$ cat config.mk
export PLATFORM = sky130hd
export DESIGN_NAME = pwm_multi_burst
export DESIGN_NICKNAME = d
export VERILOG_FILES = /design/src/rtl/pwm_multi_burst.sv
export SDC_FILE = /design/constraint.sdc
export NUM_CORES = 1
export LEC_CHECK = 0
export CAP_MARGIN = 20
export CORE_MARGIN = 2
export CORE_UTILIZATION = 35
export DETAILED_ROUTE_END_ITERATION = 16
export DONT_BUFFER_PORTS = 1
export GPL_TIMING_DRIVEN = 0
export HOLD_SLACK_MARGIN = 0.08
export PLACE_DENSITY = 0.51
export SLEW_MARGIN = 10
export SYNTH_ARGS = -nofsm -noshare
export SYNTH_HDL_FRONTEND = slang
export SYNTH_SLANG_ARGS = --single-unit
$ cat constraint.sdc
create_clock -name clk -period 3.3 [get_ports clk]
set_input_delay 0.495 -clock clk [delete_from_list [all_inputs] [get_ports clk]]
set_output_delay 0.495 -clock clk [all_outputs]
set_load 0.02 [all_outputs]
$ cat src/rtl/pwm_multi_burst.sv
// Multi-channel PWM with a shared period counter, burst/single-shot modes and shadowed configuration.
// Optional: define PWM_CENTER_ALIGN_EN for up/down (center-aligned) counting.
module pwm_multi_burst #(
    parameter int unsigned CH = 4,
    parameter int unsigned CW = 16,
    parameter int unsigned BW = 8
) (
    input  logic             clk,
    input  logic             rst,
    input  logic             en,
    input  logic [1:0]       mode,
    input  logic [CW-1:0]    period,
    input  logic [CH*CW-1:0] duty,
    input  logic [BW-1:0]    burst_len,
    input  logic [BW-1:0]    gap_len,
    input  logic             upd,
    output logic [CH-1:0]    pwm_out,
    output logic             period_tick,
    output logic             busy,
    output logic             done
);

    typedef enum logic [1:0] {
        S_IDLE = 2'd0,
        S_RUN  = 2'd1,
        S_GAP  = 2'd2
    } state_t;

    localparam logic [1:0] M_CONT   = 2'd0;
    localparam logic [1:0] M_SINGLE = 2'd2;

    state_t                 state_q, state_d;
    logic [CW-1:0]          cnt_q, cnt_d;
    logic [BW-1:0]          pcnt_q, pcnt_d;
    logic                   upd_pend_q, upd_pend_d;
    logic                   lock_q, lock_d;
    logic [CW-1:0]          p_s_q, p_s_d;
    logic [CH-1:0][CW-1:0]  d_s_q, d_s_d;
    logic [1:0]             mode_s_q, mode_s_d;
    logic [BW-1:0]          bl_s_q, bl_s_d;
    logic [BW-1:0]          gl_s_q, gl_s_d;
    logic [CH-1:0]          pwm_out_q, pwm_out_d;
    logic                   busy_q, busy_d;
    logic                   done_q, done_d;

    logic                   boundary_c;
    logic [CW-1:0]          cnt_adv_c;
    logic [1:0]             mode_norm_c;
    logic [BW-1:0]          pcnt_inc_c;
    logic [BW-1:0]          bl_eff_c;
    logic                   reload_c;

`ifdef PWM_CENTER_ALIGN_EN
    logic                   dir_q, dir_d;
    logic                   dir_adv_c;
    logic [CW-1:0]          p_eff_c;
`endif

    assign mode_norm_c = (mode == 2'd3) ? M_CONT : mode;
    assign pcnt_inc_c  = pcnt_q + BW'(1);
    assign bl_eff_c    = (bl_s_q == '0) ? BW'(1) : bl_s_q;
    assign reload_c    = boundary_c && (upd_pend_q || upd);
    assign period_tick = boundary_c;

    // Period counter: next count value and boundary detection
`ifdef PWM_CENTER_ALIGN_EN
    always_comb begin
        p_eff_c    = (p_s_q == '0) ? CW'(1) : p_s_q;
        cnt_adv_c  = cnt_q + CW'(1);
        dir_adv_c  = dir_q;
        boundary_c = 1'b0;
        if (!dir_q) begin
            if (cnt_q >= p_eff_c) begin
                if (p_eff_c == CW'(1)) begin
                    cnt_adv_c  = '0;
                    boundary_c = (state_q != S_IDLE);
                end else begin
                    cnt_adv_c = cnt_q - CW'(1);
                    dir_adv_c = 1'b1;
                end
            end
        end else if (cnt_q <= CW'(1)) begin
            cnt_adv_c  = '0;
            dir_adv_c  = 1'b0;
            boundary_c = (state_q != S_IDLE);
        end else begin
            cnt_adv_c = cnt_q - CW'(1);
        end
    end
`else
    always_comb begin
        boundary_c = (state_q != S_IDLE) && (cnt_q == p_s_q);
        cnt_adv_c  = (cnt_q == p_s_q) ? '0 : cnt_q + CW'(1);
    end
`endif

    // Next-state, shadow and output logic
    always_comb begin
        state_d    = state_q;
        cnt_d      = cnt_q;
        pcnt_d     = pcnt_q;
        upd_pend_d = upd_pend_q;
        lock_d     = lock_q;
        p_s_d      = p_s_q;
        d_s_d      = d_s_q;
        mode_s_d   = mode_s_q;
        bl_s_d     = bl_s_q;
        gl_s_d     = gl_s_q;
        done_d     = 1'b0;
`ifdef PWM_CENTER_ALIGN_EN
        dir_d      = dir_q;
`endif

        case (state_q)
            S_IDLE: begin
                upd_pend_d = 1'b0;
                cnt_d      = '0;
                pcnt_d     = '0;
                if (!en) begin
                    lock_d = 1'b0;
                end
                // A finished single burst stays idle until en has been seen low
                if (en && !lock_q) begin
                    state_d  = S_RUN;
                    p_s_d    = period;
                    d_s_d    = duty;
                    mode_s_d = mode_norm_c;
                    bl_s_d   = burst_len;
                    gl_s_d   = gap_len;
`ifdef PWM_CENTER_ALIGN_EN
                    dir_d    = 1'b0;
`endif
                end
            end
            S_RUN, S_GAP: begin
                cnt_d      = cnt_adv_c;
                upd_pend_d = upd_pend_q | upd;
`ifdef PWM_CENTER_ALIGN_EN
                dir_d      = dir_adv_c;
`endif
                if (boundary_c) begin
                    pcnt_d = pcnt_inc_c;
                    if (state_q == S_RUN) begin
                        if ((mode_s_q != M_CONT) && (pcnt_inc_c >= bl_eff_c)) begin
                            pcnt_d = '0;
                            if (mode_s_q == M_SINGLE) begin
                                state_d = S_IDLE;
                                done_d  = 1'b1;
                                lock_d  = en;
                            end else if (gl_s_q != '0) begin
                                state_d = S_GAP;
                            end
                        end
                    end else if (pcnt_inc_c >= gl_s_q) begin
                        state_d = S_RUN;
                        pcnt_d  = '0;
                    end

                    if (!en) begin
                        state_d = S_IDLE;
                    end

                    if (state_d == S_IDLE) begin
                        cnt_d      = '0;
                        pcnt_d     = '0;
                        upd_pend_d = 1'b0;
`ifdef PWM_CENTER_ALIGN_EN
                        dir_d      = 1'b0;
`endif
                    end else if (reload_c) begin
                        p_s_d      = period;
                        d_s_d      = duty;
                        mode_s_d   = mode_norm_c;
                        bl_s_d     = burst_len;
                        gl_s_d     = gap_len;
                        upd_pend_d = 1'b0;
                        if (mode_norm_c != mode_s_q) begin
                            pcnt_d = '0;
                        end
                    end
                end
            end
            default: begin
                state_d = S_IDLE;
                cnt_d   = '0;
                pcnt_d  = '0;
            end
        endcase

        for (int i = 0; i < int'(CH); i++) begin
            pwm_out_d[i] = (state_q == S_RUN) && (cnt_q < d_s_q[i]);
        end
        busy_d = (state_d != S_IDLE);
    end

    always_ff @(posedge clk) begin
        if (rst) begin
            state_q    <= S_IDLE;
            cnt_q      <= '0;
            pcnt_q     <= '0;
            upd_pend_q <= 1'b0;
            lock_q     <= 1'b0;
            p_s_q      <= '0;
            d_s_q      <= '0;
            mode_s_q   <= M_CONT;
            bl_s_q     <= '0;
            gl_s_q     <= '0;
            pwm_out_q  <= '0;
            busy_q     <= 1'b0;
            done_q     <= 1'b0;
`ifdef PWM_CENTER_ALIGN_EN
            dir_q      <= 1'b0;
`endif
        end else begin
            state_q    <= state_d;
            cnt_q      <= cnt_d;
            pcnt_q     <= pcnt_d;
            upd_pend_q <= upd_pend_d;
            lock_q     <= lock_d;
            p_s_q      <= p_s_d;
            d_s_q      <= d_s_d;
            mode_s_q   <= mode_s_d;
            bl_s_q     <= bl_s_d;
            gl_s_q     <= gl_s_d;
            pwm_out_q  <= pwm_out_d;
            busy_q     <= busy_d;
            done_q     <= done_d;
`ifdef PWM_CENTER_ALIGN_EN
            dir_q      <= dir_d;
`endif
        end
    end

    assign pwm_out = pwm_out_q;
    assign busy    = busy_q;
    assign done    = done_q;

endmodule

==> qor.csv <==
stage,metric,value,unit
drt,DR WL/cell,18.8,microns
cells_and_area,Final Net Count,1190,
global_route,largest net degree at the start of global routing,17,
cells_and_area,"most common cell after layout, fill and taps aside",a21oi_1,
die,CORE AREA,22600,sq um
setup_path,Worst Setup End Kind,flip-flop,
min_path,Hold Path Class,input pin to flip-flop,
synth,Synthesized Nets,1158,
place,RD Place Congestion,0.811,
clock_network,CTS max path bufs,2,
global_route,vias in the first global route,7053,
cells_and_area,Area Overhead vs Synth,25.7,%
drt,DRC errors left,0,
drt,DRT Wirelength,24500,microns
cells_and_area,share of layout cells above drive strength 1,0.206,
global_route,grt ovf,0,
synth,Synth Instances,974,
timing,"Hold Violations, Final",0,
setup_path,crit path buf inv count,4,
cells_and_area,# diodes,0,
cells_and_area,# fillers,2289,
die,die height,155,microns
setup_path,Crit path largest cell delay,440,ps
setup_path,CP Class,flip-flop to flip-flop,
synth,Syn Std Cell Area,8030,sq um
timing,Final setup viols,0,
timing,Max Freq,305,MHz
setup_path,worst-path maximum fanout,10,
drt,number of DRC markers in iteration 0,422,
timing,final setup margin,17.7,ps
pwr,PD cells,445,nW/um^2
status,status,completed,
timing,"Slew Viols, Final",0,
pwr,Max VDD drop,0.238,mV
pwr,Leak Pwr,0.00382,uW
global_route,initial antenna violation count,0,
timing,final setup TNS,0,ps
die,initial core utilization,0.356,
setup_path,Critical Path Slowest Stage Cell,a2111o_1,
drt,routed vias,7389,
setup_path,Required @ worst endpoint,3590,ps
place,dpl ws,-670,ps
timing,Final period util,0.995,
clock_network,CTS root buf,clkbuf_16,
die,I/O Pins,109,
global_route,first-pass GRT wire length,38600,microns
synth,sequential fraction of the synthesis area,0.329,
synth,"EDFF count, synth",0,
synth,Yosys warnings,0,
place,Final HPWL DP,17300,microns
drt,vias per cell,5.67,
timing,Worst Skew,11.5,ps
die,die area,24200,sq um
cells_and_area,most frequent cells in the layout,"a21oi_1 (122), dfxtp_1 (118), nand4_1 (111), inv_1 (86), ha_1 (81)",
clock_network,later-pin clock latency in the skew report,430,ps
clock_network,CTS tree,built,
timing,Slew headroom,0.459,
synth,Mean Syn Cell Area,8.24,sq um
synth,ys async rst share,0,
clock_network,clock sink count,132,
setup_path,startpoint types,flip-flop,
clock_network,TritonCTS buffer count,17,
setup_path,worst path arrival time,3570,ps
synth,"flops & latches, synth",132,
synth,Synth cell types,53,
die,Site Rows,55,
run,Max Cap Viol,0,
synth,ys flop type,dfxtp_1,
setup_path,Crit path top cell by count,buf_12,
place,I/O Buffers,0,
clock_network,CTS clock-pin slew for the worst setup and hold paths,60,ps
die,Die X,155,microns
clock_network,H-tree depth,4,
setup_path,crit-path cells,nor4_4 -> a41o_1 -> ha_1 -> nand2b_4 -> a2111o_1 -> a32oi_2 -> buf_6 -> o221ai_4 -> and3_4 -> buf_12 -> buf_12 -> buf_12 -> o31ai_4 -> a21oi_2,
drt,post-route antenna net violation count,0,
timing,Period minus WS final,3280,ps
setup_path,cell family with most CP delay,compound AO/OA/AOI/OAI gates,
timing,Slew @ Worst Pin,811,ps
timing,RSZ-0062 raised after global routing,true,
global_route,total track usage,0.203,
drt,DR pass1 iterations,5,
clock_network,CTS Hold Buffers Added,0,
-- cell type report --
cell class	count	area, sq um	area share
repair buffers	13	131	0.0130
plain buffers	83	527	0.0522
clock inverters	12	106	0.0105
multi-input cells	670	5510	0.546
clock buffers	20	457	0.0453
flip-flops and latches	132	2670	0.264
well taps	285	357	0.0353
inverters	89	334	0.0331
-- worst paths after layout --
kind                                start         to  slack (ps)  cells after the start
worst max-delay path            bl_s_q[4]  d_s_q[37]          20                     14
worst min-delay path             duty[20]  d_s_q[20]         190                      2
worst max register to register  bl_s_q[4]  d_s_q[37]          20                     14
worst min register to register  d_s_q[30]  d_s_q[30]         470                      2
-- sequential cells by signal, indices dropped and copies added (netlist names), 2 cells and up --
| name | flops |
|---|---|
| d_s_q | 64 |
| cnt_q | 16 |
| p_s_q | 16 |
| bl_s_q | 8 |
| gl_s_q | 8 |
| pcnt_q | 8 |
| pwm_out | 4 |
| mode_s_q | 2 |
| state_q | 2 |
-- per-layer routing --
metal,part of all wire,track usage,vias to the layer above
met4,0.013,0.0502,0
met3,0.045,0.0396,24
li1,-,-,3694
met5,0,0,-
met1,0.50,0.301,3496
met2,0.44,0.300,175
-- cells by family (layout without fill, tap and decap cells) --
group,after synthesis,after routing,share of synthesized area
DFF,132,132,0.329
AOI/OAI and AO/OA,306,306,0.246
and+or+nand+nor,247,247,0.168
buffers and inverters,172,217,0.0904
xor gates and xnor gates,33,33,0.0360
muxes,2,2,0.00265
adders and majority gates,82,82,0.128
-- repair_timing --
action	in CTS	in global routing
setup endpoints to repair	109	103
setup buffers	7	5
gates cloned	0	1
pin swaps	11	24
gates resized for setup	62	182
-- cell usage after synthesis (10+ instances only) --
cell type / count / area, sq um
clkbuf_1: 58 / 218
ha_1: 82 / 1030
nor4_1: 12 / 75.1
a21o_1: 20 / 150
buf_2: 13 / 65.1
xor2_1: 27 / 236
nor3_1: 13 / 65.1
dfxtp_1: 132 / 2640
o31ai_1: 97 / 728
nand4_1: 111 / 694
a21oi_1: 129 / 646
nor2_1: 32 / 120
nand3_1: 19 / 95.1
o21ai_0: 22 / 110
nand2_1: 31 / 116
inv_1: 87 / 327
nand2b_1: 10 / 62.6
-- stage by stage --
step,cells,utilization,instance area [sq um],total power (uW),hold WS (ps)
2_1_floorplan,974,-,8030,2340,444
3_3_place_gp,1259,0.371,8380,2530,457
3_5_place_dp,1259,0.371,8380,2540,463
4_1_cts,1298,0.410,9260,4410,199
6_report,1304,0.447,10100,4490,188
5_1_grt,1304,0.447,10100,4700,175
-- power by group --
part	internal (uW)	total (uW)	switching, uW	leakage [uW]
Clock	1070	1820	749	0.000268
Combinational	348	861	513	0.00246
Sequential	1710	1800	89.2	0.00109
Power figures use the tool's default switching activity.
